===== config.mk =====
export PLATFORM = sky130hd
export DESIGN_NAME = dc_cmd_seq
export DESIGN_NICKNAME = d
export VERILOG_FILES = /design/src/rtl/dc_cmd_seq.sv
export SDC_FILE = /design/constraint.sdc
export NUM_CORES = 1
export LEC_CHECK = 0
export CORE_ASPECT_RATIO = 1.5
export CORE_MARGIN = 4
export CORE_UTILIZATION = 35
export CTS_BUF_LIST = sky130_fd_sc_hd__clkbuf_16
export CTS_CLUSTER_SIZE = 20
export DETAILED_ROUTE_END_ITERATION = 8
export HOLD_SLACK_MARGIN = 0.03
export PLACE_DENSITY = 0.59
export SLEW_MARGIN = 20
export SYNTH_ARGS = -nofsm -noshare
export SYNTH_HDL_FRONTEND = slang
export SYNTH_SLANG_ARGS = --single-unit

===== constraint.sdc =====
create_clock -name I_CLK -period 2.9 [get_ports I_CLK]
set_input_delay 0.725 -clock I_CLK [delete_from_list [all_inputs] [get_ports I_CLK]]
set_output_delay 0.725 -clock I_CLK [all_outputs]
set_load 0.005 [all_outputs]

===== src/rtl/dc_cmd_seq.sv =====
// Command sequencer in front of the D13 PIO bus interface: buffers host register
// requests, issues them one at a time, and injects an interrupt-register read on INT1.
module dc_cmd_seq #(
  parameter int         DEPTH    = 4,
  parameter int         TIMEOUT  = 255,
  parameter logic [7:0] INT_ADDR = 8'hC0,
  parameter int         GAP      = 2
) (
  input  logic        I_CLK,
  input  logic        I_RST,
  input  logic        I_REQ_VALID,
  output logic        O_REQ_READY,
  input  logic        I_REQ_READ,
  input  logic [7:0]  I_REQ_ADDR,
  input  logic [1:0]  I_REQ_WORDS,
  input  logic [31:0] I_REQ_WDATA,
  output logic        O_RSP_VALID,
  output logic [31:0] O_RSP_DATA,
  output logic        O_RSP_ERR,
  output logic        O_INT_VALID,
  output logic [31:0] O_INT_STATUS,
  input  logic        I_DC_INT1,
  output logic        O_START,
  output logic        O_READ,
  output logic        O_WRITE,
  output logic [7:0]  O_REG_ADDR,
  output logic [5:0]  O_REG_WORDS,
  output logic [31:0] O_REG_WDATA,
  input  logic [31:0] I_REG_RDATA,
  input  logic        I_DONE
);
  localparam int AW = (DEPTH > 1) ? $clog2(DEPTH) : 1;
  localparam int TW = $clog2(TIMEOUT + 2);
  localparam int GW = $clog2(GAP + 2);

  typedef enum logic [2:0] {S_IDLE, S_ISSUE, S_WAIT, S_RESP, S_GAP} state_t;

  typedef struct packed {
    logic        read;
    logic [7:0]  addr;
    logic [1:0]  words;
    logic [31:0] wdata;
  } req_t;

  state_t        state_reg, state_next;
  req_t          mem [DEPTH];
  req_t          head_req;
  logic [AW-1:0] head_reg, tail_reg;
  logic [AW:0]   count_reg;
  logic          push, pop, take_int;

  logic          int_meta_reg, int_sync_reg, int_prev_reg, int_pend_reg;

  logic          cmd_int_reg, cmd_read_reg, err_reg;
  logic [7:0]    cmd_addr_reg;
  logic [1:0]    cmd_words_reg;
  logic [31:0]   cmd_wdata_reg, rdata_reg;
  logic [TW-1:0] wcnt_reg;
  logic [GW-1:0] gcnt_reg;

  assign O_REQ_READY = (count_reg != (AW+1)'(DEPTH));
  assign push        = I_REQ_VALID & O_REQ_READY;
  assign take_int    = (state_reg == S_IDLE) & int_pend_reg;
  assign pop         = (state_reg == S_IDLE) & ~int_pend_reg & (count_reg != '0);
  assign head_req    = mem[head_reg];

  always_ff @(posedge I_CLK) begin
    if (push) mem[tail_reg] <= {I_REQ_READ, I_REQ_ADDR, I_REQ_WORDS, I_REQ_WDATA};
  end

  always_ff @(posedge I_CLK) begin
    if (I_RST) begin
      head_reg  <= '0;
      tail_reg  <= '0;
      count_reg <= '0;
    end else begin
      if (push) tail_reg <= tail_reg + AW'(1);
      if (pop)  head_reg <= head_reg + AW'(1);
      case ({push, pop})
        2'b10:   count_reg <= count_reg + (AW+1)'(1);
        2'b01:   count_reg <= count_reg - (AW+1)'(1);
        default: ;
      endcase
    end
  end

  // INT1 is asynchronous; only its synchronized rising edge requests a status read.
  always_ff @(posedge I_CLK) begin
    if (I_RST) begin
      int_meta_reg <= 1'b0;
      int_sync_reg <= 1'b0;
      int_prev_reg <= 1'b0;
      int_pend_reg <= 1'b0;
    end else begin
      int_meta_reg <= I_DC_INT1;
      int_sync_reg <= int_meta_reg;
      int_prev_reg <= int_sync_reg;
      int_pend_reg <= (int_pend_reg & ~take_int) | (int_sync_reg & ~int_prev_reg);
    end
  end

  always_ff @(posedge I_CLK) begin
    if (I_RST) state_reg <= S_IDLE;
    else       state_reg <= state_next;
  end

  always_ff @(posedge I_CLK) begin
    if (I_RST) begin
      cmd_int_reg   <= 1'b0;
      cmd_read_reg  <= 1'b0;
      cmd_addr_reg  <= '0;
      cmd_words_reg <= '0;
      cmd_wdata_reg <= '0;
      rdata_reg     <= '0;
      err_reg       <= 1'b0;
      wcnt_reg      <= '0;
      gcnt_reg      <= '0;
    end else begin
      if (take_int) begin
        cmd_int_reg   <= 1'b1;
        cmd_read_reg  <= 1'b1;
        cmd_addr_reg  <= INT_ADDR;
        cmd_words_reg <= 2'd2;
        cmd_wdata_reg <= '0;
      end else if (pop) begin
        cmd_int_reg   <= 1'b0;
        cmd_read_reg  <= head_req.read;
        cmd_addr_reg  <= head_req.addr;
        cmd_words_reg <= (head_req.words == 2'd3) ? 2'd2 : head_req.words;
        cmd_wdata_reg <= head_req.wdata;
      end
      case (state_reg)
        S_ISSUE: begin
          wcnt_reg <= '0;
          err_reg  <= 1'b0;
        end
        S_WAIT: begin
          if (I_DONE)                         rdata_reg <= I_REG_RDATA;
          else if (wcnt_reg == TW'(TIMEOUT))  err_reg   <= 1'b1;
          else                                wcnt_reg  <= wcnt_reg + TW'(1);
        end
        S_RESP:  gcnt_reg <= '0;
        S_GAP:   gcnt_reg <= gcnt_reg + GW'(1);
        default: ;
      endcase
    end
  end

  always_comb begin
    state_next   = state_reg;
    O_START      = 1'b0;
    O_READ       = 1'b0;
    O_WRITE      = 1'b0;
    O_REG_ADDR   = '0;
    O_REG_WORDS  = '0;
    O_REG_WDATA  = '0;
    O_RSP_VALID  = 1'b0;
    O_RSP_DATA   = '0;
    O_RSP_ERR    = 1'b0;
    O_INT_VALID  = 1'b0;
    O_INT_STATUS = '0;
    case (state_reg)
      S_IDLE:  if (take_int | pop) state_next = S_ISSUE;
      S_ISSUE: state_next = S_WAIT;
      S_WAIT:  if (I_DONE || wcnt_reg == TW'(TIMEOUT)) state_next = S_RESP;
      S_RESP:  state_next = (GAP == 0) ? S_IDLE : S_GAP;
      S_GAP:   if (gcnt_reg == GW'(GAP - 1)) state_next = S_IDLE;
      default: state_next = S_IDLE;
    endcase
    if (state_reg == S_ISSUE) O_START = 1'b1;
    if (state_reg == S_ISSUE || state_reg == S_WAIT) begin
      O_READ      = cmd_read_reg;
      O_WRITE     = ~cmd_read_reg;
      O_REG_ADDR  = cmd_addr_reg;
      O_REG_WORDS = {4'd0, cmd_words_reg};
      O_REG_WDATA = cmd_wdata_reg;
    end
    // Interrupt reads report on the status port only; a timed-out one is dropped silently.
    if (state_reg == S_RESP) begin
      if (cmd_int_reg) begin
        O_INT_VALID  = ~err_reg;
        O_INT_STATUS = err_reg ? '0 : rdata_reg;
      end else begin
        O_RSP_VALID = 1'b1;
        O_RSP_ERR   = err_reg;
        O_RSP_DATA  = (cmd_read_reg & ~err_reg) ? rdata_reg : '0;
      end
    end
  end
endmodule


==> results of run 1 <==
[layout make-up]
| type | instances | area (um2) | area share |
|---|---|---|---|
| clock inverter | 22 | 155.1 | 0.01052 |
| timing repair buffer | 236 | 2665 | 0.1806 |
| tap | 405 | 506.7 | 0.03435 |
| inverter | 10 | 38.79 | 0.002629 |
| multi-input combinational | 496 | 3450 | 0.2338 |
| clock buffer | 27 | 675.6 | 0.04579 |
| sequential | 276 | 7263 | 0.4923 |
[logic make-up (layout without fill, tap and decap cells)]
logic type | after synthesis | in the layout
AND/OR/NAND/NOR | 325 | 325
buffers and inverters | 65 | 295
XOR/XNOR | 7 | 7
multiplexers | 46 | 46
other | 1 | 4
adder cells (fa/ha/maj) | 9 | 9
flip-flops | 276 | 276
AO/OA/AOI/OAI | 105 | 105
[final timing paths]
kind                                       from                             to  slack, ns  cells past startpoint
setup / recovery      state_reg[2]$_SDFFE_PP0P_                 O_RSP_DATA[20]      -0.20                      6
hold / removal    cmd_wdata_reg[8]$_SDFFE_PP0P_  cmd_wdata_reg[8]$_SDFFE_PP0P_       0.45                      2
setup reg to reg      state_reg[0]$_SDFFE_PP0P_      count_reg[2]$_SDFFE_PP0P_       0.15                     10
hold reg to reg   cmd_wdata_reg[8]$_SDFFE_PP0P_  cmd_wdata_reg[8]$_SDFFE_PP0P_       0.45                      2
[critical path, cell delays in order, from the launching register on]
cell	delay (ns)
sky130_fd_sc_hd__dfxtp_4	0.35
sky130_fd_sc_hd__nand3b_1	0.22
sky130_fd_sc_hd__buf_6	0.16
sky130_fd_sc_hd__nor4b_4	0.25
sky130_fd_sc_hd__buf_12	0.20
sky130_fd_sc_hd__and2_1	0.14
sky130_fd_sc_hd__clkdlybuf4s50_1	0.50
[Yosys cell counts (2+ instances only)]
library cell               count
sky130_fd_sc_hd__or4_1         3
sky130_fd_sc_hd__o31ai_1       3
sky130_fd_sc_hd__a211oi_1      3
sky130_fd_sc_hd__nand3b_1      6
sky130_fd_sc_hd__xor2_1        2
sky130_fd_sc_hd__and2_1      109
sky130_fd_sc_hd__buf_1         2
sky130_fd_sc_hd__and3_1        6
sky130_fd_sc_hd__mux2i_1       2
sky130_fd_sc_hd__ha_1          8
sky130_fd_sc_hd__dfxtp_1     104
sky130_fd_sc_hd__nor2b_1       7
sky130_fd_sc_hd__a21oi_1      89
sky130_fd_sc_hd__edfxtp_1    172
sky130_fd_sc_hd__buf_2         7
sky130_fd_sc_hd__xnor2_1       5
sky130_fd_sc_hd__nand4_1       2
sky130_fd_sc_hd__nor2_1       19
sky130_fd_sc_hd__nand3_1       7
sky130_fd_sc_hd__clkbuf_1     36
sky130_fd_sc_hd__a22oi_1       2
sky130_fd_sc_hd__a31oi_1       2
sky130_fd_sc_hd__mux4_2       43
sky130_fd_sc_hd__or2_2         3
sky130_fd_sc_hd__o21ai_0       4
sky130_fd_sc_hd__inv_1         9
sky130_fd_sc_hd__buf_4         9
sky130_fd_sc_hd__nand2_1     148
sky130_fd_sc_hd__or3_1         4
sky130_fd_sc_hd__nand2b_1      4
[routing by layer]
layer	track usage	vias up	wire (um)
met5	0	-	8
met4	0.03772	2	416
met3	0.02810	32	1239
met2	0.2695	169	13950
met1	0.1675	3490	10750
li1	-	3385	-
[report_power, final]
group          internal, mW  leakage, nW  switching, mW  total (mW)
clock network          1.86        0.421           1.45        3.31
logic                  1.52         3.44           1.62        3.14
registers              4.82         2.43          0.349        5.17
[timing repair]
action,CTS,global route
pin swaps,3,1
endpoints found under the setup margin,110,107
gates cloned,1,4
setup buffers,5,14
endpoints found under the hold margin,0,0
resized for setup,23,98
[through the flow]
stage	std cells	util	TNS [ns]	power, mW	hold WS (ns)
after floorplan	837	-	0	6.920	0.4138
after global placement	1399	0.4337	0	8.022	0.4400
after detailed placement	1399	0.4337	0	8.060	0.4403
after CTS	1454	0.4635	-15.66	11.46	0.4533
after global routing	1472	0.4769	-7.069	12.28	0.4697
final	1472	0.4769	-4.697	11.63	0.4510
==> report_table.html, run 1 <==
<table>
<tr><th>Metric</th><th>Value</th></tr>
<tr><th colspan="2">Setup path</th></tr>
<tr><td>Arrival time at the worst endpoint</td><td>2.37 ns</td></tr>
<tr><td>Class of the most critical setup path</td><td>register to output port</td></tr>
<tr><td>Crit path required time</td><td>2.17 ns</td></tr>
<tr><td>Biggest fanout along the worst timing path</td><td>32</td></tr>
<tr><td>Category of the worst setup path capture point</td><td>output port</td></tr>
<tr><td>Type of origin of the critical path</td><td>register</td></tr>
<tr><th colspan="2">Job</th></tr>
<tr><td>Max-cap viol count</td><td>0</td></tr>
<tr><th colspan="2">Yosys</th></tr>
<tr><td>Number of flip-flops and latches in the synthesized netlist</td><td>276</td></tr>
<tr><td>Total number of yosys warnings</td><td>0</td></tr>
<tr><td>Async SR Flop Fraction</td><td>0</td></tr>
<tr><td>Portion of synthesized cell area occupied by the leading cell type</td><td>0.4727</td></tr>
<tr><td>Summed instance area of the synthesized netlist</td><td>10930 um2</td></tr>
<tr><td>Dominant combinational cell family by area after synthesis</td><td>simple AND/OR/NAND/NOR gates</td></tr>
<tr><td>Synth unique cells</td><td>44</td></tr>
<tr><td>Cell type with the highest aggregate area in the netlist</td><td>sky130_fd_sc_hd__edfxtp_1</td></tr>
<tr><td>Fraction of synthesized cell area in xor and xnor cells</td><td>0.005612</td></tr>
<tr><td>Synthesized-area fraction occupied by ao, oa, aoi and oai cells</td><td>0.05096</td></tr>
<tr><td>Post-synth EDFFs</td><td>172</td></tr>
<tr><td>Area contributors post-synth</td><td>sky130_fd_sc_hd__edfxtp_1, sky130_fd_sc_hd__dfxtp_1, sky130_fd_sc_hd__mux4_2</td></tr>
<tr><td>Share of cell area taken by muxes after synthesis</td><td>0.09150</td></tr>
<tr><td>Mapped Avg Cell Area</td><td>13.10 um2</td></tr>
<tr><td>Adder-Cell Fraction of Synth Area</td><td>0.01099</td></tr>
<tr><td>Synthesized instance count</td><td>834</td></tr>
<tr><td>Share of the yosys chip area belonging to registers</td><td>0.6633</td></tr>
<tr><td>Simple-gate share of the synthesized area</td><td>0.1503</td></tr>
<tr><td>Flip-flop cell with the highest count after synthesis</td><td>sky130_fd_sc_hd__edfxtp_1</td></tr>
<tr><th colspan="2">Detailed routing</th></tr>
<tr><td>Via count normalized by instance count</td><td>4.808</td></tr>
<tr><td>Vias post-DR</td><td>7078</td></tr>
<tr><td>Wirelength, routed</td><td>26360 um</td></tr>
<tr><td>Drt drc</td><td>0</td></tr>
<tr><td>Post-detailed-route wirelength per cell</td><td>17.91 um</td></tr>
<tr><td>Antenna violation net count after detailed routing</td><td>0</td></tr>
<tr><td>Pre-antenna DRT Iters</td><td>4</td></tr>
<tr><td>Starting DRC count in detailed routing</td><td>303</td></tr>
<tr><th colspan="2">Timing</th></tr>
<tr><td>Total of endpoints with negative setup slack in the final report</td><td>25</td></tr>
<tr><td>Final period demand of the worst path</td><td>3.100 ns</td></tr>
<tr><td>Final worst path period share</td><td>1.069</td></tr>
<tr><td>Number of pins exceeding their max-slew limit in the final report</td><td>0</td></tr>
<tr><td>Max-slew headroom</td><td>0.5690</td></tr>
<tr><td>RSZ-0062 raised after global routing</td><td>true</td></tr>
<tr><td>Crit path setup slack, layout</td><td>-0.1997 ns</td></tr>
<tr><td>Max frequency</td><td>322.6 MHz</td></tr>
<tr><td>Number of hold violations in the final report</td><td>0</td></tr>
<tr><td>Worst-case clock skew</td><td>0.01207 ns</td></tr>
<tr><td>Slew of the pin with the lowest slew margin</td><td>0.6435 ns</td></tr>
<tr><th colspan="2">Placement</th></tr>
<tr><td>Gp weighted congestion</td><td>0.7311</td></tr>
<tr><td>Placement Cell Area</td><td>13420 um2</td></tr>
<tr><td>Input/output buffers</td><td>192</td></tr>
<tr><td>HPWL after detailed placement</td><td>15700 um</td></tr>
<tr><td>DP Worst Slack</td><td>0.1277 ns</td></tr>
<tr><th colspan="2">Outcome</th></tr>
<tr><td>Run status</td><td>finished, violations left</td></tr>
<tr><td>Violations in the final reports</td><td>negative setup slack</td></tr>
<tr><th colspan="2">Clocking</th></tr>
<tr><td>Clock tree from TritonCTS</td><td>built</td></tr>
<tr><td>Number of buffers between clock root and the deepest sink</td><td>3</td></tr>
<tr><td>Root buffer cell</td><td>sky130_fd_sc_hd__clkbuf_16</td></tr>
<tr><td>Count of clock tree sinks</td><td>276</td></tr>
<tr><td>Clk Latency, worst-skew pair</td><td>0.54 ns</td></tr>
<tr><td>Clock-pin transition on the worst setup and hold timing paths</td><td>0.06 ns</td></tr>
<tr><td>Cts hold-fix bufs</td><td>0</td></tr>
<tr><td>H-tree depth</td><td>1</td></tr>
<tr><td>Num CTS Buffers</td><td>27</td></tr>
<tr><th colspan="2">Min path</th></tr>
<tr><td>Type of the most critical hold path</td><td>register to register</td></tr>
<tr><th colspan="2">Global route</th></tr>
<tr><td>Initial antenna violation count</td><td>1</td></tr>
<tr><td>First-pass GRT wire length</td><td>39350 um</td></tr>
<tr><td>Via count of the first global-routing pass</td><td>6999</td></tr>
<tr><td>Largest net degree at the start of global routing</td><td>44</td></tr>
<tr><td>GRT Total Usage</td><td>0.1436</td></tr>
<tr><td>Remaining Overflow, GRT</td><td>0</td></tr>
<tr><th colspan="2">Floorplan</th></tr>
<tr><td>I/O pin count</td><td>197</td></tr>
<tr><td>Initial core utilization</td><td>0.3531</td></tr>
<tr><td>Std-Cell Rows</td><td>79</td></tr>
<tr><td>Height of the chip</td><td>224.4 um</td></tr>
<tr><td>Die boundary width</td><td>152.3 um</td></tr>
<tr><td>Area of the placeable core</td><td>30940 um2</td></tr>
<tr><td>Area of the die</td><td>34160 um2</td></tr>
<tr><th colspan="2">Power</th></tr>
<tr><td>Maximum resistive drop on vdd</td><td>475.2 uV</td></tr>
<tr><td>Leakage power of the design</td><td>6.286 nW</td></tr>
<tr><td>Areal power density over the cells</td><td>788.0 nW/um2</td></tr>
<tr><th colspan="2">Cells and area</th></tr>
<tr><td>Number of antenna cells inserted</td><td>0</td></tr>
<tr><td>Leading cell types in the layout, fill and taps excluded</td><td>sky130_fd_sc_hd__edfxtp_1, sky130_fd_sc_hd__nand2_1, sky130_fd_sc_hd__and2_1, sky130_fd_sc_hd__clkdlybuf4s50_1, sky130_fd_sc_hd__dfxtp_1</td></tr>
<tr><td>Post-route cell area</td><td>14750 um2</td></tr>
<tr><td>Layout area overhead</td><td>35.04%</td></tr>
<tr><td># nets final</td><td>1136</td></tr>
<tr><td>Layout fillers</td><td>2805</td></tr>
<tr><td>Flip-flop count of the largest register, all copies and words added</td><td>172</td></tr>
<tr><td>Commonest non-fill, non-tap cell in the layout</td><td>sky130_fd_sc_hd__edfxtp_1</td></tr>
<tr><td>Fraction of final layout cells sized beyond drive strength 1</td><td>0.1434</td></tr>
</table>
(Power assumes the default switching activity.)
==> run 2: changes to the inputs <==
- ABC_AREA: unset -> 1
- HOLD_SLACK_MARGIN: 0.03 -> unset
==> run 2 against run 1 <==
The flow now finishes without violations. Final area grew 1.2%. Clock skew is 0.0053 ns higher. Register-to-register slack improved by 0.37 ns. Synthesized area grew 4.2%. Synthesized cell count increased by 43%. Combinational power rose by 29%. Worst setup slack better by 0.27 ns. Global-route usage increased by 1.0 points. Non-clock buffer count fell by 14. Critical path type unchanged. Highest routed layer is now met4.
==> report_table.html, run 2 <==
<table>
<tr><th>Metric</th><th>Value</th></tr>
<tr><th colspan="2">Yosys</th></tr>
<tr><td>Simple-gate share of the synthesized area</td><td>0.1488 (was 0.1503)</td></tr>
<tr><td>Portion of synthesized cell area occupied by the leading cell type</td><td>0.4536 (was 0.4727)</td></tr>
<tr><td>Number of flip-flops and latches in the synthesized netlist</td><td>276 (unchanged)</td></tr>
<tr><td>Fraction of synthesized cell area in xor and xnor cells</td><td>0 (was 0.005612)</td></tr>
<tr><td>Share of cell area taken by muxes after synthesis</td><td>0 (was 0.09150)</td></tr>
<tr><td>Most common cell in the synthesized netlist</td><td>sky130_fd_sc_hd__nor2_1 (was sky130_fd_sc_hd__edfxtp_1)</td></tr>
<tr><td>Dominant combinational cell family by area after synthesis</td><td>simple AND/OR/NAND/NOR gates (unchanged)</td></tr>
<tr><td>Synthesized instance count</td><td>1193 (was 834)</td></tr>
<tr><td>Synth unique cells</td><td>28 (was 44)</td></tr>
<tr><td>Top cell types by occurrence after synthesis</td><td>sky130_fd_sc_hd__nor2_1, sky130_fd_sc_hd__edfxtp_1, sky130_fd_sc_hd__inv_1 (was sky130_fd_sc_hd__edfxtp_1, sky130_fd_sc_hd__nand2_1, sky130_fd_sc_hd__and2_1)</td></tr>
<tr><td>Synthesized-area fraction occupied by ao, oa, aoi and oai cells</td><td>0.1165 (was 0.05096)</td></tr>
<tr><td>Summed instance area of the synthesized netlist</td><td>11390 um2 (was 10930 um2)</td></tr>
<tr><td>Adder-Cell Fraction of Synth Area</td><td>0.01055 (was 0.01099)</td></tr>
<tr><td>Async SR Flop Fraction</td><td>0 (unchanged)</td></tr>
<tr><td>Area contributors post-synth</td><td>sky130_fd_sc_hd__edfxtp_1, sky130_fd_sc_hd__dfxtp_1, sky130_fd_sc_hd__nor2_1 (was sky130_fd_sc_hd__edfxtp_1, sky130_fd_sc_hd__dfxtp_1, sky130_fd_sc_hd__mux4_2)</td></tr>
<tr><td>Share of the yosys chip area belonging to registers</td><td>0.6364 (was 0.6633)</td></tr>
<tr><td>Post-synth EDFFs</td><td>172 (unchanged)</td></tr>
<tr><td>Mapped Avg Cell Area</td><td>9.545 um2 (was 13.10 um2)</td></tr>
<tr><td>Total number of yosys warnings</td><td>0 (unchanged)</td></tr>
<tr><td>Flip-flop cell with the highest count after synthesis</td><td>sky130_fd_sc_hd__edfxtp_1 (unchanged)</td></tr>
<tr><td>Cell type with the highest aggregate area in the netlist</td><td>sky130_fd_sc_hd__edfxtp_1 (unchanged)</td></tr>
<tr><th colspan="2">Placement</th></tr>
<tr><td>Input/output buffers</td><td>192 (unchanged)</td></tr>
<tr><td>Gp weighted congestion</td><td>0.8094 (was 0.7311)</td></tr>
<tr><td>HPWL after detailed placement</td><td>17700 um (was 15700 um)</td></tr>
<tr><th colspan="2">Timing</th></tr>
<tr><td>Total of endpoints with negative setup slack in the final report</td><td>0 (was 25)</td></tr>
<tr><td>Number of pins exceeding their max-slew limit in the final report</td><td>0 (unchanged)</td></tr>
<tr><td>Max-slew headroom</td><td>0.4643 (was 0.5690)</td></tr>
<tr><td>Number of hold violations in the final report</td><td>0 (unchanged)</td></tr>
<tr><td>Final worst path period share</td><td>0.9744 (was 1.069)</td></tr>
<tr><td>Slew of the pin with the lowest slew margin</td><td>0.8036 ns (was 0.6435 ns)</td></tr>
<tr><td>Final period demand of the worst path</td><td>2.826 ns (was 3.100 ns)</td></tr>
<tr><td>Max frequency</td><td>353.9 MHz (was 322.6 MHz)</td></tr>
<tr><td>Worst-case clock skew</td><td>0.01742 ns (was 0.01207 ns)</td></tr>
<tr><td>Post-Route Setup TNS</td><td>0 ns (was -4.697 ns)</td></tr>
<tr><th colspan="2">Cells and area</th></tr>
<tr><td>Fraction of final layout cells sized beyond drive strength 1</td><td>0.1001 (was 0.1434)</td></tr>
<tr><td>Commonest non-fill, non-tap cell in the layout</td><td>sky130_fd_sc_hd__nor2_1 (was sky130_fd_sc_hd__edfxtp_1)</td></tr>
<tr><td># nets final</td><td>1466 (was 1136)</td></tr>
<tr><td>Layout area overhead</td><td>31.14% (was 35.04%)</td></tr>
<tr><td>Multi-input gate area in the final layout</td><td>3317 um2 (was 3450 um2)</td></tr>
<tr><td>Number of antenna cells inserted</td><td>0 (unchanged)</td></tr>
<tr><td>Reg area</td><td>7262 um2 (was 7263 um2)</td></tr>
<tr><td>Leading cell types in the layout, fill and taps excluded</td><td>sky130_fd_sc_hd__nor2_1, sky130_fd_sc_hd__edfxtp_1, sky130_fd_sc_hd__inv_1, sky130_fd_sc_hd__clkdlybuf4s50_1, sky130_fd_sc_hd__nand2_1 (was sky130_fd_sc_hd__edfxtp_1, sky130_fd_sc_hd__nand2_1, sky130_fd_sc_hd__and2_1, sky130_fd_sc_hd__clkdlybuf4s50_1, sky130_fd_sc_hd__dfxtp_1)</td></tr>
<tr><td>Flip-flop count of the largest register, all copies and words added</td><td>172 (unchanged)</td></tr>
<tr><td>Layout fillers</td><td>3005 (was 2805)</td></tr>
<tr><th colspan="2">Floorplan</th></tr>
<tr><td>Area of the die</td><td>35540 um2 (was 34160 um2)</td></tr>
<tr><td>Area of the placeable core</td><td>31930 um2 (was 30940 um2)</td></tr>
<tr><td>Initial core utilization</td><td>0.3566 (was 0.3531)</td></tr>
<tr><td>I/O pin count</td><td>197 (unchanged)</td></tr>
<tr><td>Height of the chip</td><td>228.9 um (was 224.4 um)</td></tr>
<tr><td>Die boundary width</td><td>155.3 um (was 152.3 um)</td></tr>
<tr><td>Std-Cell Rows</td><td>80 (was 79)</td></tr>
<tr><th colspan="2">Setup path</th></tr>
<tr><td>Biggest fanout along the worst timing path</td><td>33 (was 32)</td></tr>
<tr><td>Chain of cells forming the critical path</td><td>inv_4 -&gt; nand3_4 -&gt; nor2_4 -&gt; inv_6 -&gt; nor3_1 -&gt; clkdlybuf4s50_1 (was nand3b_1 -&gt; buf_6 -&gt; nor4b_4 -&gt; buf_12 -&gt; and2_1 -&gt; clkdlybuf4s50_1)</td></tr>
<tr><td>Class of the most critical setup path</td><td>register to output port (unchanged)</td></tr>
<tr><td>Type of origin of the critical path</td><td>register (unchanged)</td></tr>
<tr><td>Cell type of the slowest stage on the worst timing path</td><td>sky130_fd_sc_hd__clkdlybuf4s50_1 (unchanged)</td></tr>
<tr><td>Crit path required time</td><td>2.17 ns (about the same)</td></tr>
<tr><td>Arrival time at the worst endpoint</td><td>2.10 ns (was 2.37 ns)</td></tr>
<tr><td>Category of the worst setup path capture point</td><td>output port (unchanged)</td></tr>
<tr><td>Biggest cell delay along the critical path</td><td>0.54 ns (was 0.50 ns)</td></tr>
<tr><th colspan="2">Clocking</th></tr>
<tr><td>H-tree depth</td><td>1 (unchanged)</td></tr>
<tr><td>Clock tree from TritonCTS</td><td>built (unchanged)</td></tr>
<tr><td>Cts hold-fix bufs</td><td>0 (unchanged)</td></tr>
<tr><td>Clk Latency, worst-skew pair</td><td>0.54 ns (about the same)</td></tr>
<tr><td>Count of clock tree sinks</td><td>276 (unchanged)</td></tr>
<tr><td>Clock-pin transition on the worst setup and hold timing paths</td><td>0.06 ns (about the same)</td></tr>
<tr><td>Root buffer cell</td><td>sky130_fd_sc_hd__clkbuf_16 (unchanged)</td></tr>
<tr><td>Num CTS Buffers</td><td>27 (unchanged)</td></tr>
<tr><td>Number of buffers between clock root and the deepest sink</td><td>3 (unchanged)</td></tr>
<tr><th colspan="2">Detailed routing</th></tr>
<tr><td>Via count normalized by instance count</td><td>4.751 (was 4.808)</td></tr>
<tr><td>Pre-antenna DRT Iters</td><td>7 (was 4)</td></tr>
<tr><td>Post-detailed-route wirelength per cell</td><td>15.60 um (was 17.91 um)</td></tr>
<tr><td>Antenna violation net count after detailed routing</td><td>0 (unchanged)</td></tr>
<tr><td>Vias post-DR</td><td>8589 (was 7078)</td></tr>
<tr><td>Wirelength, routed</td><td>28210 um (was 26360 um)</td></tr>
<tr><td>Starting DRC count in detailed routing</td><td>406 (was 303)</td></tr>
<tr><td>Drt drc</td><td>0 (unchanged)</td></tr>
<tr><th colspan="2">Min path</th></tr>
<tr><td>Type of the most critical hold path</td><td>register to register (unchanged)</td></tr>
<tr><th colspan="2">Job</th></tr>
<tr><td>Max-cap viol count</td><td>0 (unchanged)</td></tr>
<tr><th colspan="2">Power</th></tr>
<tr><td>Share of total power in sequential cells</td><td>0.396 (was 0.445)</td></tr>
<tr><td>Switching component of the power</td><td>4.281 mW (was 3.418 mW)</td></tr>
<tr><td>Switch share</td><td>0.3433 (was 0.2940)</td></tr>
<tr><td>Part of the total power dissipated in the clock network</td><td>0.280 (was 0.285)</td></tr>
<tr><td>Combinational Power Share</td><td>0.324 (was 0.270)</td></tr>
<tr><td>Power Internal</td><td>8.189 mW (was 8.208 mW)</td></tr>
<tr><td>Areal power density over the cells</td><td>835.1 nW/um2 (was 788.0 nW/um2)</td></tr>
<tr><td>Leakage power of the design</td><td>5.959 nW (was 6.286 nW)</td></tr>
<tr><td>Maximum resistive drop on vdd</td><td>483.0 uV (was 475.2 uV)</td></tr>
<tr><td>Power consumption</td><td>12.47 mW (was 11.63 mW)</td></tr>
<tr><th colspan="2">Global route</th></tr>
<tr><td>GRT Total Usage</td><td>0.1536 (was 0.1436)</td></tr>
<tr><td>Initial antenna violation count</td><td>0 (was 1)</td></tr>
<tr><td>Remaining Overflow, GRT</td><td>0 (unchanged)</td></tr>
<tr><td>First-pass GRT wire length</td><td>44480 um (was 39350 um)</td></tr>
<tr><td>Largest net degree at the start of global routing</td><td>125 (was 44)</td></tr>
<tr><td>Via count of the first global-routing pass</td><td>8421 (was 6999)</td></tr>
<tr><th colspan="2">Outcome</th></tr>
<tr><td>Run status</td><td>completed (was finished, violations left)</td></tr>
</table>
[run 2: cell type report]
| class | instances | share of cell area |
|---|---|---|
| inverters | 157 | 0.04106 |
| repair inverters | 1 | 0.0005865 |
| flip-flops and latches | 276 | 0.4863 |
| clock inverters | 23 | 0.01441 |
| well taps | 410 | 0.03435 |
| multi-input cells | 692 | 0.2221 |
| repair buffers | 222 | 0.1559 |
| clock buffers | 27 | 0.04524 |
[run 2: critical path, delay by kind of cell (launching register included)]
kind,cells,cell delay [ns]
and+or+nand+nor,3,0.44
buffers and inverters,3,0.75
DFF,1,0.37
[run 2: power by group through the flow]
stage / Combinational [mW] / Sequential [mW] / Clock [mW]
after floorplan: 2.69 / 4.97 / 0
after global placement: 3.89 / 4.99 / 0
after detailed placement: 3.96 / 5.01 / 0
after CTS: 4.13 / 4.94 / 3.61
after global routing: 4.59 / 4.99 / 3.75
final: 4.04 / 4.94 / 3.50
[run 2: final timing paths]
check / from / endpoint / slack (ns) / cells past startpoint
setup reg to reg: wcnt_reg[0]$_SDFFE_PP0P_ / wcnt_reg[2]$_SDFFE_PP0P_ / 0.52 / 12
hold / removal: count_reg[0]$_SDFFE_PP0P_ / count_reg[0]$_SDFFE_PP0P_ / 0.45 / 1
setup / recovery: state_reg[2]$_SDFFE_PP0P_ / O_RSP_DATA[12] / 0.07 / 6
hold reg to reg: count_reg[0]$_SDFFE_PP0P_ / count_reg[0]$_SDFFE_PP0P_ / 0.45 / 1
[run 2: through the flow]
stage               setup slack [ns]  utilization  instances  hold WS (ns)  instance area [um2]
floorplan                    -0.2519            -       1196        0.3883                11400
global placement              0.4458       0.4310       1751        0.4236                13760
detailed placement            0.4103       0.4310       1751        0.4404                13760
CTS                        0.0001599       0.4627       1807        0.4491                14770
global route                -0.01729       0.4677       1808        0.4573                14930
finish                       0.07430       0.4677       1808        0.4459                14930
[run 2: cell families after synthesis]
family                   count (synthesis)
adder cells (fa/ha/maj)                  9
flip-flops                             276
AND/OR/NAND/NOR                        423
buffers and inverters                  228
AO/OA/AOI/OAI                          256
other                                    1
[run 2: timing repair]
item	in CTS	in global routing
buffers inserted	4	1
gates resized for setup	45	54
cloned	2	0
pin swaps	4	1
setup endpoints to repair	109	68
[run 2: layer usage]
| metal | GRT usage | routed length, um |
|---|---|---|
| met1 | 0.1848 | 11470 |
| met2 | 0.2820 | 14510 |
| met3 | 0.02671 | 1655 |
| met4 | 0.03832 | 578 |
| met5 | 0 | 0 |
